**config.mk**
```make
export PLATFORM = sky130hd
export DESIGN_NAME = datapath_sequencer
export DESIGN_NICKNAME = d
export VERILOG_FILES = /design/src/rtl/datapath_sequencer.sv
export SDC_FILE = /design/constraint.sdc
export NUM_CORES = 1
export LEC_CHECK = 0
export ABC_AREA = 1
export CAP_MARGIN = 10
export CELL_PAD_IN_SITES_DETAIL_PLACEMENT = 0
export CELL_PAD_IN_SITES_GLOBAL_PLACEMENT = 1
export CORE_MARGIN = 2
export CORE_UTILIZATION = 35
export CTS_BUF_LIST = sky130_fd_sc_hd__clkbuf_16
export CTS_CLUSTER_SIZE = 25
export DETAILED_ROUTE_END_ITERATION = 16
export PLACE_DENSITY_LB_ADDON = 0.1
export SYNTH_ARGS = -nofsm -noshare
export SYNTH_HDL_FRONTEND = slang
export SYNTH_SLANG_ARGS = --single-unit
```
**constraint.sdc**
```tcl
create_clock -name clk -period 4 [get_ports clk]
set_input_delay 0.8 -clock clk [delete_from_list [all_inputs] [get_ports clk]]
set_output_delay 0.8 -clock clk [all_outputs]
set_load 0.02 [all_outputs]
```
**src/rtl/datapath_sequencer.sv**
```systemverilog
// datapath_sequencer: three-cycle IDLE/EXEC/WB sequencer that drives register-bank and ALU selects.
// All outputs are registered; selects appear in EXEC and the write strobe and done appear in WB.
module datapath_sequencer #(
    parameter int RETIRE_W = 8
) (
    input  logic                clk,
    input  logic                reset,
    input  logic [15:0]         instr,
    input  logic                instr_valid,
    output logic                instr_ready,
    output logic                acc_sel,
    output logic [2:0]          source_sel,
    output logic [3:0]          destination_sel,
    output logic [1:0]          alu_b_sel,
    output logic [1:0]          bank_out_sel,
    output logic [2:0]          operation_select,
    output logic [7:0]          bank_data_in,
    output logic                out_valid,
    output logic                done,
    output logic                illegal_op,
    output logic                halted,
    output logic [RETIRE_W-1:0] retired
);
    typedef enum logic [1:0] {IDLE, EXEC, WB, HALT} state_t;
    typedef struct packed {
        logic       acc;
        logic [2:0] src;
        logic [1:0] alu_b;
        logic [1:0] bank_out;
        logic [2:0] op;
        logic [7:0] data;
    } sel_t;
    state_t     state, state_n;
    sel_t       sel, sel_n, dec;
    logic [3:0] op, op_q, dest_wb, dest_n;
    logic [1:0] rd_q;
    logic       ready_n, done_n, out_valid_n, illegal_n, halted_n;
    assign op = instr[15:12];
    always_comb begin
        dec.acc      = (op == 4'h1 || op == 4'h2) && instr[11:10] == 2'd0;
        dec.src      = op == 4'h1 ? 3'b100 : op == 4'h2 ? {1'b0, instr[9:8]} : 3'b000;
        dec.alu_b    = op[3] ? instr[9:8] : 2'd0;
        dec.bank_out = op == 4'h3 ? instr[9:8] : 2'd0;
        dec.op       = op[3] ? op[2:0] : 3'd0;
        dec.data     = op == 4'h1 ? instr[7:0] : 8'd0;
    end
    // ALU results always land in ACC; LDI/MOV write the register named by rd
    assign dest_wb = op_q[3] ? 4'b0001 : (op_q == 4'h1 || op_q == 4'h2) ? 4'b0001 << rd_q : 4'b0000;
    always_comb begin
        state_n     = state;
        sel_n       = '0;
        dest_n      = 4'b0000;
        ready_n     = 1'b0;
        done_n      = 1'b0;
        out_valid_n = 1'b0;
        illegal_n   = 1'b0;
        halted_n    = 1'b0;
        case (state)
            IDLE: begin
                ready_n = !instr_valid;
                if (instr_valid) begin
                    state_n = EXEC;
                    sel_n   = dec;
                end
            end
            EXEC: begin
                state_n     = WB;
                sel_n       = sel;
                dest_n      = dest_wb;
                done_n      = 1'b1;
                out_valid_n = op_q == 4'h3;
                illegal_n   = op_q inside {4'h5, 4'h6, 4'h7};
            end
            WB: begin
                state_n  = op_q == 4'h4 ? HALT : IDLE;
                ready_n  = op_q != 4'h4;
                halted_n = op_q == 4'h4;
            end
            default: halted_n = 1'b1;
        endcase
    end
    always_ff @(posedge clk or posedge reset) begin
        if (reset) begin
            state           <= IDLE;
            sel             <= '0;
            op_q            <= '0;
            rd_q            <= '0;
            destination_sel <= '0;
            instr_ready     <= 1'b1;
            done            <= 1'b0;
            out_valid       <= 1'b0;
            illegal_op      <= 1'b0;
            halted          <= 1'b0;
            retired         <= '0;
        end else begin
            state           <= state_n;
            sel             <= sel_n;
            destination_sel <= dest_n;
            instr_ready     <= ready_n;
            done            <= done_n;
            out_valid       <= out_valid_n;
            illegal_op      <= illegal_n;
            halted          <= halted_n;
            if (state == IDLE && instr_valid) begin
                op_q <= instr[15:12];
                rd_q <= instr[11:10];
            end
            if (state == EXEC) retired <= retired + RETIRE_W'(1);
        end
    end
    assign acc_sel          = sel.acc;
    assign source_sel       = sel.src;
    assign alu_b_sel        = sel.alu_b;
    assign bank_out_sel     = sel.bank_out;
    assign operation_select = sel.op;
    assign bank_data_in     = sel.data;
endmodule

```
==> results.cfg, run 1 <==
[worst_setup_path]
cp_num_cells = 1
crit_path_end = instr_ready
worstSetupPathType = register to output pin
max_stage_delay_ns = 0.59
reg2reg_depth = 6
cp_slowest_cell = clkdlybuf4s50_1
cp_max_fo = 1
crit_start = instr_ready
arrival_ns = 1.38
required_ns = 3.20
timing.rr.end = alu_b_sel[0]
worstSetupEndpointType = output pin
r2r_slack_ns = 2.17
path_cells = clkdlybuf4s50_1
path_delay_family = buffers and inverters
startpoint_type = register
reg2reg_from = state[1]
critPathBufInv = 1

[timing]
period_needed_ns = 2.18
relSlewSlack = 0.395
fin_crit_sh = 0.545
rsz0062_at_grt = false
fmax_ghz = 0.458
fin_setup_tns_ns = 0
clock_skew_ns = 0.00498
tightest_slew_ns = 0.906
finalHoldViolCount = 0
setup_viol = 0
slew_viol_final = 0

[logic_synthesis]
synth_seq_cells = 44
syn_inst = 209
synth.distinct_cells = 25
syn_area_per_cell_sq_um = 9.12
synth_nets = 233
ys_warn_count = 0
yosysTopAreaCellShare = 0.564
netlist.top_cell.by_area = dfrtp_1
synth_area_sq_um = 1910
ys_seq_area_frac = 0.578
yosys-top-cells-area = dfrtp_1 56%, nand2_1 13%, inv_1 4.5%

[die]
rows = 26
coreArea_sq_um = 5170
io_pins = 55
die-width_microns = 77.8
dieArea_sq_um = 6050
chipHeight_microns = 77.8
start_util = 0.369

[drt]
vias = 1530
postRouteAntennaNets = 0
wl_per_cell_microns = 12.1
drt_iter0_drc = 100
drt-total-wl_microns = 4090
first_pass_iters = 4
drc = 0
viasPerCell = 4.51

[layout]
fillCellCount = 506
antenna_cells = 0
layout.nets = 292
areaGrowthSynthToFinish_pct = 39.4
drive_gt1_frac = 0.0632

[flow_run]
max_cap_violations = 0

[clock_network]
postCtsSetupBuffers = 0
cts.path.max_buffers = 2
ctsHoldBuffers = 0
tritoncts.num_buffers = 5
clk_pin_slew_ns = 0.06
cts_root_buffer = clkbuf_16
cts_sinks = 44
clkLatencyLatePin_ns = 0.28
cts_tree = done
ctsResizeCount = 0
h-tree-depth = 2

[grt]
grt_antenna_before_repair = 0
grt_pass1_vias = 1491
overflow = 0
grtUsageMet3 = 0.0407
use_met2 = 0.210
grt_usage = 0.150
met1_usage = 0.222
grt_max_degree = 45
grt_pass1_wl_microns = 7160
top_usage_layer = met1

[pwr]
p_leak_nw = 1.29
ir_worst_vdd_v = 0.000305
powerDensity_nw_per_um2 = 614
p_total_mw = 1.63

[hold_path]
holdCritPathClass = register to register

[place]
routabilityCongestion = 0.771
hpwl_microns = 2910
place.port_buffers = 54

[status]
status = complete, no violations
Yosys cell counts:
| cell | n |
|---|---|
| nor3_1 | 2 |
| xor2_1 | 5 |
| inv_2 | 2 |
| nand3_4 | 1 |
| o21ai_1 | 1 |
| nand3b_1 | 1 |
| nor3b_1 | 1 |
| nor2_1 | 11 |
| nand4_1 | 2 |
| a21oi_1 | 1 |
| inv_1 | 23 |
| o21bai_1 | 1 |
| nand2_1 | 68 |
| nor2_4 | 3 |
| nor2_2 | 1 |
| dfstp_2 | 1 |
| ha_1 | 5 |
| buf_6 | 1 |
| nand3_1 | 14 |
| dfrtp_1 | 43 |
| or2_2 | 1 |
| nand2_2 | 1 |
| o21ai_0 | 17 |
| nor4_1 | 1 |
| buf_2 | 2 |
worst min path at each step:
| stage | from | end | slack, ns | depth (start not counted) |
|---|---|---|---|---|
| after floorplan | op_q[2] | out_valid | 0.43 | 1 |
| after global placement | bank_data_in[7] | bank_data_in[7] | 0.46 | 2 |
| after detailed placement | bank_data_in[2] | bank_data_in[2] | 0.47 | 2 |
| after CTS | op_q[2] | out_valid | 0.48 | 1 |
| after global routing | bank_data_in[0] | bank_data_in[0] | 0.49 | 2 |
| final | op_q[2] | out_valid | 0.47 | 1 |
flip-flops by register name, indices dropped and copies added, names as in the netlist, 2 cells and up:
signal,cells
alu_b_sel,2
source_sel,3
op_q,4
retired,8
operation_select,3
bank_data_in,8
bank_out_sel,2
destination_sel,4
state,2
rd_q,2
stage by stage:
| stage | hold slack (ns) | util | setup WS (ns) | cell area [sq um] | cells |
|---|---|---|---|---|---|
| after floorplan | 0.433 | - | 2.17 | 1910 | 209 |
| after global placement | 0.464 | 0.487 | 2.00 | 2520 | 331 |
| after detailed placement | 0.468 | 0.487 | 2.00 | 2520 | 331 |
| after CTS | 0.482 | 0.514 | 1.81 | 2660 | 339 |
| after global routing | 0.494 | 0.514 | 1.79 | 2660 | 339 |
| final | 0.468 | 0.514 | 1.82 | 2660 | 339 |
power by group:
part	leakage [nW]	internal (mW)	switching, mW
registers	0.583	0.554	0.0851
logic	0.629	0.243	0.366
clock network	0.0738	0.225	0.159
total	1.29	1.02	0.609
metal layers:
layer	part of all wire	up-vias	wire, microns
met2	0.41	40	1690
met1	0.52	711	2110
met5	0	-	0
met3	0.055	5	226
li1	-	774	-
met4	0.014	0	57
placed cells by master, fill, tap and decap left out, types with 2 or more instances in the layout:
master           netlist  routed
inv_2                  2       3
nand3_1               14      14
nand2_1               68      68
nor3_1                 2       2
nor2_1                11      11
o21ai_0               17      17
nor2_4                 3       3
inv_1                 23      24
clkbuf_16              0       5
xor2_1                 5       5
ha_1                   5       5
nand4_1                2       2
clkdlybuf4s50_1        0      54
dfrtp_1               43      43
final cells by class:
| type | instances | area (sq um) | share of cell area |
|---|---|---|---|
| sequential | 44 | 1100 | 0.415 |
| multi-input combinational | 137 | 689 | 0.259 |
| timing repair buffer | 55 | 548 | 0.206 |
| clock buffer | 5 | 125 | 0.0471 |
| inverter | 25 | 93.8 | 0.0353 |
| tap | 70 | 87.6 | 0.0330 |
| clock inverter | 3 | 11.3 | 0.00424 |
cell families (layout without fill, tap and decap cells):
logic type,Yosys count,in the layout,share of synthesized area
and+or+nand+nor,107,107,0.252
adders and majority gates,5,5,0.0328
AOI/OAI and AO/OA,20,20,0.0538
xor gates and xnor gates,5,5,0.0230
DFF,44,44,0.578
buffers and inverters,28,88,0.0604
(Power assumes the default switching activity.)
==> run 2, diff against run 1 <==
==> constraint.sdc (replaced) <==
create_clock -name clk -period 2.2 [get_ports clk]
set_input_delay 0.44 -clock clk [delete_from_list [all_inputs] [get_ports clk]]
set_output_delay 0.44 -clock clk [all_outputs]
set_load 0.02 [all_outputs]
==> results.cfg, run 2 (synthesized netlist as in run 1, its figures left out) <==
[grt]
grt_usage = 0.144
grt_pass1_vias = 1366
grt_antenna_before_repair = 0
overflow = 0
grt_pass1_wl_microns = 6870
grt_max_degree = 45

[place]
place.port_buffers = 54
hpwl_microns = 2880
routabilityCongestion = 0.764
place_inst = 334
place_ws_ns = 0.547
place_area_sq_um = 2560

[die]
io_pins = 55
rows = 26
chipHeight_microns = 77.8
start_util = 0.369
die-width_microns = 77.8
coreArea_sq_um = 5170
dieArea_sq_um = 6050

[drt]
postRouteAntennaNets = 0
drc = 0
drt-total-wl_microns = 4030
wl_per_cell_microns = 11.8
vias = 1498
viasPerCell = 4.38
first_pass_iters = 4
drt_iter0_drc = 95

[timing]
relSlewSlack = 0.799
tightest_slew_ns = 0.301
slew_viol_final = 0
fin_crit_sh = 0.826
setup_viol = 0
hold-worst-slack_ns = 0.470
worst_slack_ns = 0.383
finalHoldViolCount = 0
fin_setup_tns_ns = 0
period_needed_ns = 1.82
rsz0062_at_grt = false
clock_skew_ns = 0.00312
fmax_ghz = 0.550

[worst_setup_path]
worstSetupPathType = register to output pin
critPathBufInv = 1
path_cells = clkdlybuf4s50_1
cp_max_fo = 1
arrival_ns = 1.38
startpoint_type = register
cp_slowest_cell = clkdlybuf4s50_1
path_delay_family = buffers and inverters
max_stage_delay_ns = 0.59
worstSetupEndpointType = output pin
required_ns = 1.76

[layout]
final_area_sq_um = 2690
post-route-util = 0.521
final_cells = 342
layout.nets = 295
drive_gt1_frac = 0.0735
antenna_cells = 0
areaGrowthSynthToFinish_pct = 41.2
final_common_cell = nand2_1
final_cell_mix = 68 x nand2_1, 54 x clkdlybuf4s50_1, 43 x dfrtp_1

[status]
status = complete, no violations

[clock_network]
cts_root_buffer = clkbuf_16
clkLatencyLatePin_ns = 0.28
postCtsSetupBuffers = 0
cts_tree = done
h-tree-depth = 2
clk_pin_slew_ns = 0.06
tritoncts.num_buffers = 5
ctsResizeCount = 0
ctsHoldBuffers = 0
cts_sinks = 44
cts.path.max_buffers = 2

[pwr]
p_leak_nw = 1.31
powerDensity_nw_per_um2 = 1110
p_total_mw = 2.99
ir_worst_vdd_v = 0.000544

[flow_run]
max_cap_violations = 0

[hold_path]
holdCritPathClass = register to register
[run 2: power by group]
part	switching [mW]	internal, mW
sequential	0.152	1.01
combinational	0.661	0.467
clock	0.289	0.408
[run 2: worst paths after layout]
check,cells past startpoint,to,from,slack (ns)
max reg2reg,8,retired[6],state[1],0.64
min reg2reg,1,out_valid,op_q[2],0.47
max,1,instr_ready,instr_ready,0.38
max in group asynchronous,3,instr_ready,reset,1.43
min in group asynchronous,3,bank_data_in[4],reset,0.51
min,1,out_valid,op_q[2],0.47
[run 2: layout make-up]
type,count,area [sq um]
Timing Repair Buffer,58,583
Clock buffer,5,125
Sequential cell,44,1100
Clock inverter,3,11.3
Multi-Input combinational cell,137,689
Tap cell,70,87.6
Inverter,25,93.8
Fill cell,497,2480
[run 2: metal layers]
metal  part of all wire  vias to the layer above  GRT usage
met1               0.51                      678      0.214
met5                  0                        -          0
met4              0.013                        0     0.0536
met2               0.42                       36      0.197
li1                   -                      780          -
met3              0.054                        4     0.0419
==> run 3, diff against run 2 <==
--- a/config.mk
+++ b/config.mk
@@ -10,7 +10,7 @@
 export CELL_PAD_IN_SITES_DETAIL_PLACEMENT = 0
 export CELL_PAD_IN_SITES_GLOBAL_PLACEMENT = 1
 export CORE_MARGIN = 2
-export CORE_UTILIZATION = 35
+export CORE_UTILIZATION = 31
 export CTS_BUF_LIST = sky130_fd_sc_hd__clkbuf_16
 export CTS_CLUSTER_SIZE = 25
 export DETAILED_ROUTE_END_ITERATION = 16
==> constraint.sdc (replaced) <==
create_clock -name clk -period 1.6 [get_ports clk]
set_input_delay 0.32 -clock clk [delete_from_list [all_inputs] [get_ports clk]]
set_output_delay 0.32 -clock clk [all_outputs]
set_load 0.02 [all_outputs]
==> results.cfg, run 3 (synthesized netlist as in run 1, its figures left out) <==
[status]
status = complete, no violations

[worst_setup_path]
path_delay_family = buffers and inverters
startpoint_type = register
path_cells = clkdlybuf4s50_1
timing.rr.end = rd_q[0]
critPathBufInv = 1
reg2reg_depth = 7
arrival_ns = 1.25
cp_max_fo = 2
worstSetupEndpointType = output pin
required_ns = 1.28
worstSetupPathType = register to output pin
cp_slowest_cell = clkdlybuf4s50_1
r2r_slack_ns = 0.22
reg2reg_from = state[0]
max_stage_delay_ns = 0.61

[layout]
fillCellCount = 584
post-route-util = 0.465
final_area_sq_um = 2750
final_cell_mix = 68 x nand2_1, 43 x dfrtp_1, 38 x clkdlybuf4s50_1
antenna_cells = 0
layout.nets = 299
drive_gt1_frac = 0.0942
final_cells = 351
areaGrowthSynthToFinish_pct = 44.4
final_common_cell = nand2_1

[pwr]
ir_worst_vdd_v = 0.000873
powerDensity_nw_per_um2 = 1510
p_leak_nw = 1.51

[drt]
viasPerCell = 4.30
first_pass_iters = 4
drc = 0
vias = 1511
postRouteAntennaNets = 0
drt-total-wl_microns = 4260
drt_iter0_drc = 84
wl_per_cell_microns = 12.1

[timing]
fmax_ghz = 0.638
tightest_slew_ns = 0.288
slew_viol_final = 0
relSlewSlack = 0.807
period_needed_ns = 1.57
finalHoldViolCount = 0
fin_setup_tns_ns = 0
setup_viol = 0
fin_crit_sh = 0.980
clock_skew_ns = 0.00734
rsz0062_at_grt = false
hold-worst-slack_ns = 0.294

[clock_network]
cts_root_buffer = clkbuf_16
clk_pin_slew_ns = 0.06
tritoncts.num_buffers = 5
clkLatencyLatePin_ns = 0.28
h-tree-depth = 2
cts_sinks = 44
cts_tree = done
cts.path.max_buffers = 2

[grt]
grt_max_degree = 34
overflow = 0
grt_pass1_wl_microns = 7080
grt_antenna_before_repair = 0
grt_pass1_vias = 1485
grt_usage = 0.139

[die]
start_util = 0.322
die-width_microns = 82.4
chipHeight_microns = 82.4
dieArea_sq_um = 6790
io_pins = 55
rows = 28
coreArea_sq_um = 5920

[place]
routabilityCongestion = 0.702
hpwl_microns = 3100
place_area_sq_um = 2590
place.port_buffers = 54
place_inst = 343

[flow_run]
max_cap_violations = 0

[hold_path]
holdCritPathClass = input port to async pin
==> run 3: cell count changes in the layout (fill, tap and decap cells not counted), sizes merged <==
cell	delta
clkdlybuf4s50	-16
dlymetal6s2s	+10
dlygate4sd2	+6
buf	+4
clkinvlp	+1
inv	-1
==> run 3: per-layer routing <==
layer | global-route usage | vias up | wire length [microns]
met5 | 0 | - | 0
met4 | 0.0650 | 0 | 87
met3 | 0.0402 | 9 | 247
met2 | 0.198 | 37 | 1810
met1 | 0.194 | 673 | 2110
li1 | - | 792 | -
==> run 3: what timing repair did <==
action	4_1_cts	5_1_grt
gates resized for setup	6	13
setup buffers	0	0
hold buffers	0	0
endpoints found under the setup margin	6	12
==> run 3: where the power goes <==
group / internal (mW) / switching [mW] / leakage, nW
combinational: 0.653 / 0.958 / 0.862
sequential: 1.38 / 0.187 / 0.583
clock: 0.567 / 0.416 / 0.0687
==> run 3: cell type report <==
cell class / instances / area (sq um) / area share
multi-input cells: 137 / 692 / 0.251
clock inverters: 3 / 15.0 / 0.00545
clock buffers: 5 / 125 / 0.0455
inverters: 25 / 93.8 / 0.0341
flip-flops and latches: 44 / 1100 / 0.400
repair buffers: 62 / 631 / 0.229
well taps: 75 / 93.8 / 0.0341
==> run 3: how the worst max path moves through the flow <==
stage | from | endpoint | slack, ns | cells past startpoint
global route | source_sel[2] | source_sel[2] | 0.0002 | 1
global placement | instr[12] | acc_sel | 0.11 | 5
floorplan | reset | acc_sel | 0.25 | 1
CTS | retired[3] | retired[3] | 0.01 | 1
detailed placement | instr_valid | source_sel[0] | 0.08 | 5
finish | source_sel[2] | source_sel[2] | 0.03 | 1
==> run 3: per-stage QoR <==
step | total power, mW | setup WS [ns]
final | 4.17 | 0.0314
after global routing | 4.49 | 0.000238
after CTS | 4.24 | 0.00991
after detailed placement | 3.26 | 0.0825
after global placement | 3.28 | 0.108
after floorplan | 2.57 | 0.251
